`src/rtl/mat_pkg.sv`:
```
// Shared types, ASCII constants and character helpers for the streaming
// matrix multiplier and its result formatter.
package mat_pkg;

    typedef enum logic [2:0] {
        ST_IDLE,
        ST_LOAD_A,
        ST_LOAD_B,
        ST_MAC,
        ST_EMIT,
        ST_DONE
    } state_e;

    typedef enum logic [3:0] {
        PH_IDLE,
        PH_HDR,
        PH_HCR,
        PH_HLF,
        PH_LBR,
        PH_LSP,
        PH_DIG,
        PH_COMMA,
        PH_CSP,
        PH_RSP,
        PH_RBR,
        PH_RCR,
        PH_RLF,
        PH_ECR,
        PH_ELF
    } phase_e;

    localparam logic [7:0] CH_CR    = 8'h0D;
    localparam logic [7:0] CH_LF    = 8'h0A;
    localparam logic [7:0] CH_LBR   = 8'h5B;
    localparam logic [7:0] CH_RBR   = 8'h5D;
    localparam logic [7:0] CH_COMMA = 8'h2C;
    localparam logic [7:0] CH_SPACE = 8'h20;

    localparam int                    HDR_LEN = 14;
    localparam logic [8*HDR_LEN-1:0]  HDR_STR = "The result is:";

    // Character idx of the header, counting from the leftmost character.
    function automatic logic [7:0] hdr_char(input logic [3:0] idx);
        return HDR_STR[8*(HDR_LEN-1-int'(idx)) +: 8];
    endfunction

    // Returns {is_hex, nibble}.
    function automatic logic [4:0] hex2nib(input logic [7:0] ch);
        logic [4:0] r;
        r = 5'h00;
        if (ch >= 8'h30 && ch <= 8'h39)      r = {1'b1, 4'(ch - 8'h30)};
        else if (ch >= 8'h41 && ch <= 8'h46) r = {1'b1, 4'(ch - 8'h37)};
        else if (ch >= 8'h61 && ch <= 8'h66) r = {1'b1, 4'(ch - 8'h57)};
        return r;
    endfunction

    function automatic logic [7:0] nib2hex(input logic [3:0] n);
        return (n < 4'd10) ? (8'h30 + {4'h0, n}) : (8'h37 + {4'h0, n});
    endfunction

    function automatic int acc_width(input int n, input int ew);
        return 2*ew + $clog2(n);
    endfunction

endpackage

```
`src/rtl/mat_ascii_fmt.sv`:
```
// EMIT sequencer: walks the result register file and prints it as ASCII text
// over a valid/ready byte stream.
module mat_ascii_fmt
    import mat_pkg::*;
#(
    parameter int N    = 4,
    parameter int ODIG = 4,
    parameter int ACCW = 18
) (
    input  logic            clk,
    input  logic            reset,
    input  logic            start_emit,
    input  logic [ACCW-1:0] c_i [N][N],
    output logic            out_valid,
    output logic [7:0]      out_byte,
    input  logic            out_ready,
    output logic            emit_done,
    output phase_e          dbg_phase
);
    localparam int              IW       = $clog2(N);
    localparam int              OW       = $clog2(ODIG + 1);
    localparam logic [IW-1:0]   N_M1     = IW'(N - 1);
    localparam logic [OW-1:0]   O_M1     = OW'(ODIG - 1);
    localparam logic [3:0]      HDR_LAST = 4'(HDR_LEN - 1);

    phase_e            ph_q, ph_d;
    logic [3:0]        idx_q, idx_d;
    logic [IW-1:0]     row_q, row_d, col_q, col_d;
    logic [OW-1:0]     dig_q, dig_d;
    logic [4*ODIG-1:0] elem_low;
    logic [3:0]        nib;
    logic              xfer;

    // out_byte is a decode of registered counters, so it cannot change while stalled.
    assign out_valid = (ph_q != PH_IDLE);
    assign xfer      = out_valid & out_ready;
    assign elem_low  = (4*ODIG)'(c_i[row_q][col_q]);
    assign nib       = elem_low[4*(ODIG-1-int'(dig_q)) +: 4];
    assign dbg_phase = ph_q;

    always_comb begin
        ph_d      = ph_q;
        idx_d     = idx_q;
        row_d     = row_q;
        col_d     = col_q;
        dig_d     = dig_q;
        out_byte  = 8'h00;
        emit_done = 1'b0;
        unique case (ph_q)
            PH_IDLE: if (start_emit) begin
                ph_d  = PH_HDR;
                idx_d = '0;
                row_d = '0;
                col_d = '0;
                dig_d = '0;
            end
            PH_HDR: begin
                out_byte = hdr_char(idx_q);
                if (xfer) begin
                    if (idx_q == HDR_LAST) ph_d = PH_HCR;
                    else                   idx_d = idx_q + 4'd1;
                end
            end
            PH_HCR:   begin out_byte = CH_CR;    if (xfer) ph_d = PH_HLF; end
            PH_HLF:   begin out_byte = CH_LF;    if (xfer) ph_d = PH_LBR; end
            PH_LBR:   begin out_byte = CH_LBR;   if (xfer) ph_d = PH_LSP; end
            PH_LSP:   begin out_byte = CH_SPACE; if (xfer) ph_d = PH_DIG; end
            PH_DIG: begin
                out_byte = nib2hex(nib);
                if (xfer) begin
                    if (dig_q == O_M1) begin
                        dig_d = '0;
                        ph_d  = (col_q == N_M1) ? PH_RSP : PH_COMMA;
                    end else begin
                        dig_d = dig_q + OW'(1);
                    end
                end
            end
            PH_COMMA: begin out_byte = CH_COMMA; if (xfer) ph_d = PH_CSP; end
            PH_CSP: begin
                out_byte = CH_SPACE;
                if (xfer) begin
                    col_d = col_q + IW'(1);
                    ph_d  = PH_DIG;
                end
            end
            PH_RSP:   begin out_byte = CH_SPACE; if (xfer) ph_d = PH_RBR; end
            PH_RBR:   begin out_byte = CH_RBR;   if (xfer) ph_d = PH_RCR; end
            PH_RCR:   begin out_byte = CH_CR;    if (xfer) ph_d = PH_RLF; end
            PH_RLF: begin
                out_byte = CH_LF;
                if (xfer) begin
                    col_d = '0;
                    if (row_q == N_M1) begin
                        ph_d = PH_ECR;
                    end else begin
                        row_d = row_q + IW'(1);
                        ph_d  = PH_LBR;
                    end
                end
            end
            PH_ECR:   begin out_byte = CH_CR;    if (xfer) ph_d = PH_ELF; end
            PH_ELF: begin
                out_byte = CH_LF;
                if (xfer) begin
                    ph_d      = PH_IDLE;
                    emit_done = 1'b1;
                end
            end
            default: ph_d = PH_IDLE;
        endcase
    end

    always_ff @(posedge clk or negedge reset) begin
        if (!reset) begin
            ph_q  <= PH_IDLE;
            idx_q <= '0;
            row_q <= '0;
            col_q <= '0;
            dig_q <= '0;
        end else begin
            ph_q  <= ph_d;
            idx_q <= idx_d;
            row_q <= row_d;
            col_q <= col_d;
            dig_q <= dig_d;
        end
    end

endmodule

```
`src/rtl/mat_mult_stream.sv`:
```
// Streaming NxN hex-text matrix multiplier: loads A and B column-major from an
// ASCII byte stream, computes C = A*B one element per cycle, prints C as text.
module mat_mult_stream
    import mat_pkg::*;
#(
    parameter int N      = 4,
    parameter int DIGITS = 2,
    parameter int ODIG   = 4
) (
    input  logic       clk,
    input  logic       reset,
    input  logic       start,
    input  logic       in_valid,
    input  logic [7:0] in_byte,
    output logic       in_ready,
    output logic       out_valid,
    output logic [7:0] out_byte,
    input  logic       out_ready,
    output logic       busy,
    output logic       done,
    output state_e     dbg_state,
    output phase_e     dbg_phase
);
    localparam int            EW     = 4*DIGITS;
    localparam int            ACCW   = acc_width(N, EW);
    localparam int            IW     = $clog2(N);
    localparam int            DW     = $clog2(DIGITS + 1);
    localparam logic [IW-1:0] N_M1   = IW'(N - 1);
    localparam logic [DW-1:0] DIG_M1 = DW'(DIGITS - 1);

    state_e          state_q, state_d;
    logic            in_ready_q;
    logic [IW-1:0]   ld_row_q, ld_row_d, ld_col_q, ld_col_d;
    logic [IW-1:0]   mac_r_q, mac_r_d, mac_c_q, mac_c_d;
    logic [DW-1:0]   dig_q, dig_d;
    logic [EW-1:0]   part_q, part_d;
    logic [EW-1:0]   a_q [N][N];
    logic [EW-1:0]   b_q [N][N];
    logic [ACCW-1:0] c_q [N][N];

    logic [4:0]      hex_c;
    logic [EW-1:0]   new_elem;
    logic            in_xfer, store_a, store_b, mac_en, start_emit, emit_done;
    logic [2*EW-1:0] prod [N];
    logic [ACCW-1:0] mac_sum;

    assign hex_c    = hex2nib(in_byte);
    assign new_elem = EW'({part_q, hex_c[3:0]});
    assign in_xfer  = in_valid & in_ready_q;
    assign mac_en   = (state_q == ST_MAC);

    // Loader counters walk row fastest, giving the column-major element order.
    always_comb begin
        state_d    = state_q;
        ld_row_d   = ld_row_q;
        ld_col_d   = ld_col_q;
        mac_r_d    = mac_r_q;
        mac_c_d    = mac_c_q;
        dig_d      = dig_q;
        part_d     = part_q;
        store_a    = 1'b0;
        store_b    = 1'b0;
        start_emit = 1'b0;
        unique case (state_q)
            ST_IDLE: if (start) state_d = ST_LOAD_A;
            ST_LOAD_A, ST_LOAD_B: if (in_xfer && hex_c[4]) begin
                if (dig_q == DIG_M1) begin
                    part_d  = '0;
                    dig_d   = '0;
                    store_a = (state_q == ST_LOAD_A);
                    store_b = (state_q == ST_LOAD_B);
                    if (ld_row_q == N_M1) begin
                        ld_row_d = '0;
                        if (ld_col_q == N_M1) begin
                            ld_col_d = '0;
                            state_d  = (state_q == ST_LOAD_A) ? ST_LOAD_B : ST_MAC;
                        end else begin
                            ld_col_d = ld_col_q + IW'(1);
                        end
                    end else begin
                        ld_row_d = ld_row_q + IW'(1);
                    end
                end else begin
                    part_d = new_elem;
                    dig_d  = dig_q + DW'(1);
                end
            end
            ST_MAC: begin
                if (mac_c_q == N_M1) begin
                    mac_c_d = '0;
                    if (mac_r_q == N_M1) begin
                        mac_r_d    = '0;
                        state_d    = ST_EMIT;
                        start_emit = 1'b1;
                    end else begin
                        mac_r_d = mac_r_q + IW'(1);
                    end
                end else begin
                    mac_c_d = mac_c_q + IW'(1);
                end
            end
            ST_EMIT: if (emit_done) state_d = ST_DONE;
            ST_DONE: state_d = ST_IDLE;
            default: state_d = ST_IDLE;
        endcase
    end

    // N parallel lanes: row mac_r_q of A against column mac_c_q of B.
    always_comb begin
        mac_sum = '0;
        for (int k = 0; k < N; k++) begin
            prod[k] = (2*EW)'(a_q[mac_r_q][k]) * (2*EW)'(b_q[k][mac_c_q]);
            mac_sum = mac_sum + ACCW'(prod[k]);
        end
    end

    always_ff @(posedge clk or negedge reset) begin
        if (!reset) begin
            state_q    <= ST_IDLE;
            in_ready_q <= 1'b0;
            ld_row_q   <= '0;
            ld_col_q   <= '0;
            mac_r_q    <= '0;
            mac_c_q    <= '0;
            dig_q      <= '0;
            part_q     <= '0;
            for (int r = 0; r < N; r++) begin
                for (int c = 0; c < N; c++) begin
                    a_q[r][c] <= '0;
                    b_q[r][c] <= '0;
                    c_q[r][c] <= '0;
                end
            end
        end else begin
            state_q    <= state_d;
            in_ready_q <= (state_d == ST_LOAD_A) || (state_d == ST_LOAD_B);
            ld_row_q   <= ld_row_d;
            ld_col_q   <= ld_col_d;
            mac_r_q    <= mac_r_d;
            mac_c_q    <= mac_c_d;
            dig_q      <= dig_d;
            part_q     <= part_d;
            if (store_a) a_q[ld_row_q][ld_col_q] <= new_elem;
            if (store_b) b_q[ld_row_q][ld_col_q] <= new_elem;
            if (mac_en)  c_q[mac_r_q][mac_c_q]   <= mac_sum;
        end
    end

    assign in_ready  = in_ready_q;
    assign busy      = (state_q inside {ST_LOAD_A, ST_LOAD_B, ST_MAC, ST_EMIT});
    assign done      = (state_q == ST_DONE);
    assign dbg_state = state_q;

    mat_ascii_fmt #(
        .N    (N),
        .ODIG (ODIG),
        .ACCW (ACCW)
    ) u_fmt (
        .clk        (clk),
        .reset      (reset),
        .start_emit (start_emit),
        .c_i        (c_q),
        .out_valid  (out_valid),
        .out_byte   (out_byte),
        .out_ready  (out_ready),
        .emit_done  (emit_done),
        .dbg_phase  (dbg_phase)
    );

endmodule

```
`config.mk`:
```
export PLATFORM = sky130hd
export DESIGN_NAME = mat_mult_stream
export DESIGN_NICKNAME = d
export VERILOG_FILES = /design/src/rtl/mat_pkg.sv /design/src/rtl/mat_ascii_fmt.sv /design/src/rtl/mat_mult_stream.sv
export SDC_FILE = /design/constraint.sdc
export NUM_CORES = 2
export LEC_CHECK = 0
export CAP_MARGIN = 40
export CORE_MARGIN = 2
export CORE_UTILIZATION = 49
export DETAILED_ROUTE_END_ITERATION = 6
export GPL_TIMING_DRIVEN = 0
export PLACE_DENSITY = 0.74
export RECOVER_POWER = 50
export SYNTH_ARGS = -nofsm -noshare
export SYNTH_HDL_FRONTEND = slang
export SYNTH_HIERARCHICAL = 1
export SYNTH_SLANG_ARGS = --single-unit
```
`constraint.sdc`:
```
create_clock -name clk -period 9.5 [get_ports clk]
set_input_delay 2.85 -clock clk [delete_from_list [all_inputs] [get_ports clk]]
set_output_delay 2.85 -clock clk [all_outputs]
set_load 0.05 [all_outputs]
```
After elaboration in Yosys (flattened, before gate mapping)
Index checks and enable logic that the tools add are counted.
Widths: inputs -> output; s select.

cells by class
  add/sub/neg operators = 19
  multiply operators = 4
  magnitude comparators = 17
  eq/ne operators = 49
  shifts and indexed selects = 2
  multiplexer cells = 98
  bitwise logic cells = 8
  reductions and logical operators = 31

operators with widths
  operator                   count
  $bwmux 288                 1
  $bwmux 128                 2
  $mux 72                    3
  $bmux 72 s2                1
  $demux 72 s2               1
  $shiftx 112x32->8 const A  1
  $mux 32                    3
  $mux 4                     22
  $mux 8                     10
  $bmux 32 s2                1
  $bmux 8 s2                 4
  $demux 32 s2               1
  $mul 8x8->16               4
  $pmux 8 s8                 1
  $pmux 4 s14                1
  $bmux 18 s2                1
  $demux 18 s2               1
  $mux 3                     11
  $eq 4x4->1 const B         8
  $mux 16                    2
  $ne 2x1->1 const B         16
  $shiftx 16x32->4           1
  $mux 2                     10
  $add 17x16->18             1
  50 further kinds           121

word-level totals
  bits in registers = 577
  bits of input ports = 13
  word-level logic and storage cells = 289

Logic depth before layout (Yosys ltp)
  depth in word-level cells = 11
  mapped depth = 28
  gate-level depth less buffers = 25

Cells and area by module
Netlist, hierarchy kept.

by module, submodules not included
  module           times used  cells each  area an instance (sq um)  seq. area each (sq um)
  mat_mult_stream  1           2747        32523.7                   14063.5
  mat_ascii_fmt    1           378         3696.0                    375.4

Least setup slack after synthesis
OpenSTA, ideal clock, no wires.

  path type = reg-to-reg
  from = register mac_c_q[0]
  to = register c_q[106] (netlist bit)
  library setup time = 0.065 ns
  arrival = 7.889 ns
  required time = 9.435 ns
  setup slack = 1.546 ns
  cell stages (with the launch flop) = 24
  path buffers = 3
  cells stage by stage = dfrtp_1 > clkbuf_1 > buf_1 > mux4_2 > and2_1 > fa_1 > fa_1 > fa_1 > inv_1 > fa_1 > inv_1 > fa_1 > fa_1 > fa_1 > inv_1 > fa_1 > inv_1 > ha_1 > and2_1 > o41ai_2 > a31oi_1 > a311oi_1 > clkbuf_1 > mux2_2

on the way
  cells in the longest elaborated chain, start to end = 9
  elaborated cells on any way between the ends = 28
  classes of those cells = add/sub: 3; mul: 4; order compare: 2; mux: 17; bitwise: 1; reduce/logical: 1

ends and longest elaborated chain
  item                                       RTL line                                        source
  from (decl)                                mat_mult_stream.sv:34                           logic [IW-1:0] mac_r_q, mac_r_d, mac_c_q, mac_c_d;
  from (signal assigned)                     mat_mult_stream.sv:140                          mac_c_q <= mac_c_d;
  $not 2->3 (implied by the code) (*)        mat_mult_stream.sv:112, mat_mult_stream.sv:145
  $bmux 8 s2                                 mat_mult_stream.sv:112                          prod[k] = (2*EW)'(a_q[mac_r_q][k]) * (2*EW)'(b_q[k][mac_c_q]);
  $mux 8 (implied by the code) (2 in a row)  mat_mult_stream.sv:112
  $mul 8x8->16                               mat_mult_stream.sv:112
  $add 16x16->17                             mat_mult_stream.sv:113                          mac_sum = mac_sum + ACCW'(prod[k]);
  $add 17x16->18                             mat_mult_stream.sv:113
  $add 18x16->18                             mat_mult_stream.sv:113
  $bwmux 288 (*)                             mat_mult_stream.sv:145                          if (mac_en) c_q[mac_r_q][mac_c_q] <= mac_sum;
  to (signal, indexed assignment)            mat_mult_stream.sv:145
  to (decl)                                  mat_mult_stream.sv:39                           logic [ACCW-1:0] c_q [N][N];

Mark *: on every way between the ends. The rest lies on a longest branch, timed or not. The select of a mux whose other input is x is not followed.
A chain may end at the register's enable or synchronous reset.

Final worst setup path
  from = register mac_r_q[1]
  to = register c_q[192] (netlist bit)

on the way
  cells in the longest elaborated chain, start to end = 9
  elaborated cells on any way between the ends = 17
  classes of those cells = add/sub: 3; mul: 4; order compare: 2; mux: 6; bitwise: 1; reduce/logical: 1

ends and longest elaborated chain
  item                                        RTL line                                        source
  from (decl)                                 mat_mult_stream.sv:34
  from (signal assigned)                      mat_mult_stream.sv:139                          mac_r_q <= mac_r_d;
  $not 2->3 (implied by the code) (*)         mat_mult_stream.sv:112, mat_mult_stream.sv:145
  $bmux 32 s2                                 mat_mult_stream.sv:112
  $mux 32 (implied by the code) (2 in a row)  mat_mult_stream.sv:112
  $mul 8x8->16                                mat_mult_stream.sv:112
  $add 16x16->17                              mat_mult_stream.sv:113
  $add 17x16->18                              mat_mult_stream.sv:113
  $add 18x16->18                              mat_mult_stream.sv:113
  $bwmux 288 (*)                              mat_mult_stream.sv:145

Marked as above.

==> metrics.md <==
| Metric | Value |
|---|---|
| Outcome | `complete, but fails checks` |
| Failing checks | `max-capacitance violations, max-slew violations` |
| Final wirelength | `90900 um` |
| Die W | `268 um` |
| Syn Inst Count | `2917` |
| Synth-to-Final Area Change | `10.5%` |
| Yosys warns | `6` |
| Mapped Area | `34200 um2` |
| CTS Hold Bufs | `0` |
| Final worst setup slack | `0.380 ns` |
| Final Hold Fails | `0` |
| Tmin final | `9.12 ns` |
| I/O Pins | `32` |
| Fin crit share | `96.0%` |
| Leakage power | `18.1 nW` |
| Max Cap Violations | `1` |
| Worst hold slack | `0.476 ns` |
| Clk slew on worst S/H paths | `0.06 ns` |
| Setup-failing EPs final | `0` |
| Reg2Reg Depth | `24` |
| Port Buffer Count | `30` |
| Crit end category | `flip-flop` |
| Worst-margin pin slew | `5.72 ns` |
| CP Launch Type | `flip-flop` |
| Via-to-Cell Ratio | `5.82` |
| Worst EP required | `10.00 ns` |
| Pwr dens | `159 nW/um2` |
| Worst hold path type | `flip-flop to flip-flop` |
| RR Startpoint | `mac_r_q[1]` |
| Core Box Area | `68800 um2` |
| RSZ-0062 raised after global routing | `no` |
| Final GP Congestion | `0.948` |
| Syn avg cell area | `11.7 um2` |
| F_max | `110 MHz` |
| Final Non-Filler Cells | `4002` |
| First-pass GRT wire length | `143000 um` |
| Max VDD drop | `230 uV` |
| CTS tree | `done` |
| Post-placement cell count | `3894` |
| Critical Path Start | `mac_r_q[1]` |
| CP endpoint | `c_q[192]` |
| Worst reg-to-reg setup slack | `0.38 ns` |
| Initial antenna violation count | `0` |
| CTS Sinks | `545` |
| TritonCTS Buffers | `57` |
| Layout cells sized above 1 | `20.1%` |
| Clock skew | `0.0602 ns` |
| Clock latency on the worst-skew pair | `0.67 ns` |
| Slew Viols, Final | `120` |
| Die Y | `268 um` |
| Cell row count | `96` |
| DR iter-0 viols | `2074` |
| Largest net degree at the start of global routing | `125` |
| Gr ovfl total | `0` |
| Routed Antenna Nets | `0` |
| Worst R2R End | `c_q[192]` |
| Crit path arrival time | `9.62 ns` |
| Vias | `23300` |
| Pre-CTS WS | `0.169 ns` |
| CP Max Fanout | `10` |
| Drt first pass iters | `6` |
| # DRC | `0` |
| Setup tns final | `0 ns` |
| Post-synthesis net count | `3299` |
| Overall Global Routing Usage | `26.2%` |
| Nets | `3404` |
| Htree depth | `2` |
| Root buf cell | `clkbuf_16` |
| Max clock buf depth | `3` |
| Vias in the first global route | `24200` |
| Max_slew headroom | `-282%` |
| WL/cell | `22.7 um` |
| Crit Path Class | `flip-flop to flip-flop` |
| Most frequent cells in the layout | `dfrtp_1 (545), nand2_1 (332), inv_1 (321)` |
| Initial core utilization | `49.7%` |
| Die ar. | `72000 um2` |
| Commonest non-fill, non-tap cell in the layout | `dfrtp_1` |
| Post-DP HPWL | `65500 um` |
==> worst max-delay path: stages, from the launching register on <==
cell      delay [ns]
dfrtp_1         0.39
clkbuf_1        0.35
clkbuf_1        0.70
mux4_2          0.58
and2_1          0.25
fa_1            0.42
fa_1            0.52
inv_1           0.06
fa_1            0.53
inv_1           0.05
fa_1            0.47
fa_1            0.58
fa_1            0.43
fa_1            0.50
inv_1           0.05
fa_1            0.49
inv_1           0.06
ha_1            0.35
and2_1          0.21
o41ai_1         0.47
o21bai_1        0.15
xnor2_1         0.40
buf_4           0.27
clkbuf_1        0.42
o21ai_0         0.23
==> how the worst min path moves through the flow <==
stage | start | end | slack (ns) | cells past startpoint
after floorplan | c_q[148] | c_q[148] | 0.44 | 2
after global placement | c_q[44] | c_q[44] | 0.45 | 2
after detailed placement | c_q[211] | c_q[211] | 0.46 | 2
after CTS | c_q[211] | c_q[211] | 0.48 | 2
after global routing | c_q[29] | c_q[29] | 0.50 | 2
final | dig_q[0] | dig_q[0] | 0.48 | 1
==> routing by layer <==
| layer | vias to the layer above | GRT usage, % | share of wire, % |
|---|---|---|---|
| met5 | - | 0 | 0 |
| met4 | 0 | 9.36 | 3.9 |
| met3 | 224 | 5.02 | 7.3 |
| met2 | 897 | 43.0 | 48 |
| met1 | 12100 | 35.1 | 41 |
| li1 | 10100 | - | - |
==> where the power goes <==
| part | internal [mW] | switching (mW) | leakage, nW | total (mW) |
|---|---|---|---|---|
| Sequential | 2.36 | 0.0597 | 7.57 | 2.42 |
| Combinational | 0.443 | 0.879 | 9.56 | 1.32 |
| Clock | 1.31 | 0.979 | 0.957 | 2.29 |
==> final cells by class <==
cell class,count,area [um2]
antenna,3,7.51
tap,931,1160
buffer,144,627
sequential,545,13600
clock buffer,84,1710
fill,5764,31000
inverter,324,1220
timing repair buffer,46,472
multi-input combinational,1904,18800
clock inverter,21,245
==> sequential cells by signal, indices dropped and copies added (netlist names) <==
name,count
mac_r_q,2
u_fmt/col_q,2
b_q,128
part_q,4
a_q,128
in_ready,1
ld_row_q,2
mac_c_q,2
u_fmt/dbg_phase,4
u_fmt/row_q,2
ld_col_q,2
dbg_state,3
u_fmt/dig_q,3
dig_q,2
u_fmt/idx_q,4
c_q,256
==> stage by stage <==
step | total power, mW | cell area (um2) | utilization (%)
floorplan | 3.32 | 34200 | -
global placement | 3.75 | 35700 | 51.9
detailed placement | 3.76 | 35900 | 52.2
CTS | 6.02 | 37900 | 55.0
global route | 6.23 | 37800 | 55.0
finish | 6.03 | 37800 | 55.0
==> repair_timing <==
action,4_1_cts,5_1_grt
buffers inserted,0,0
gates resized for setup,0,12
endpoints found under the setup margin,0,53
Power figures use the tool's default switching activity.
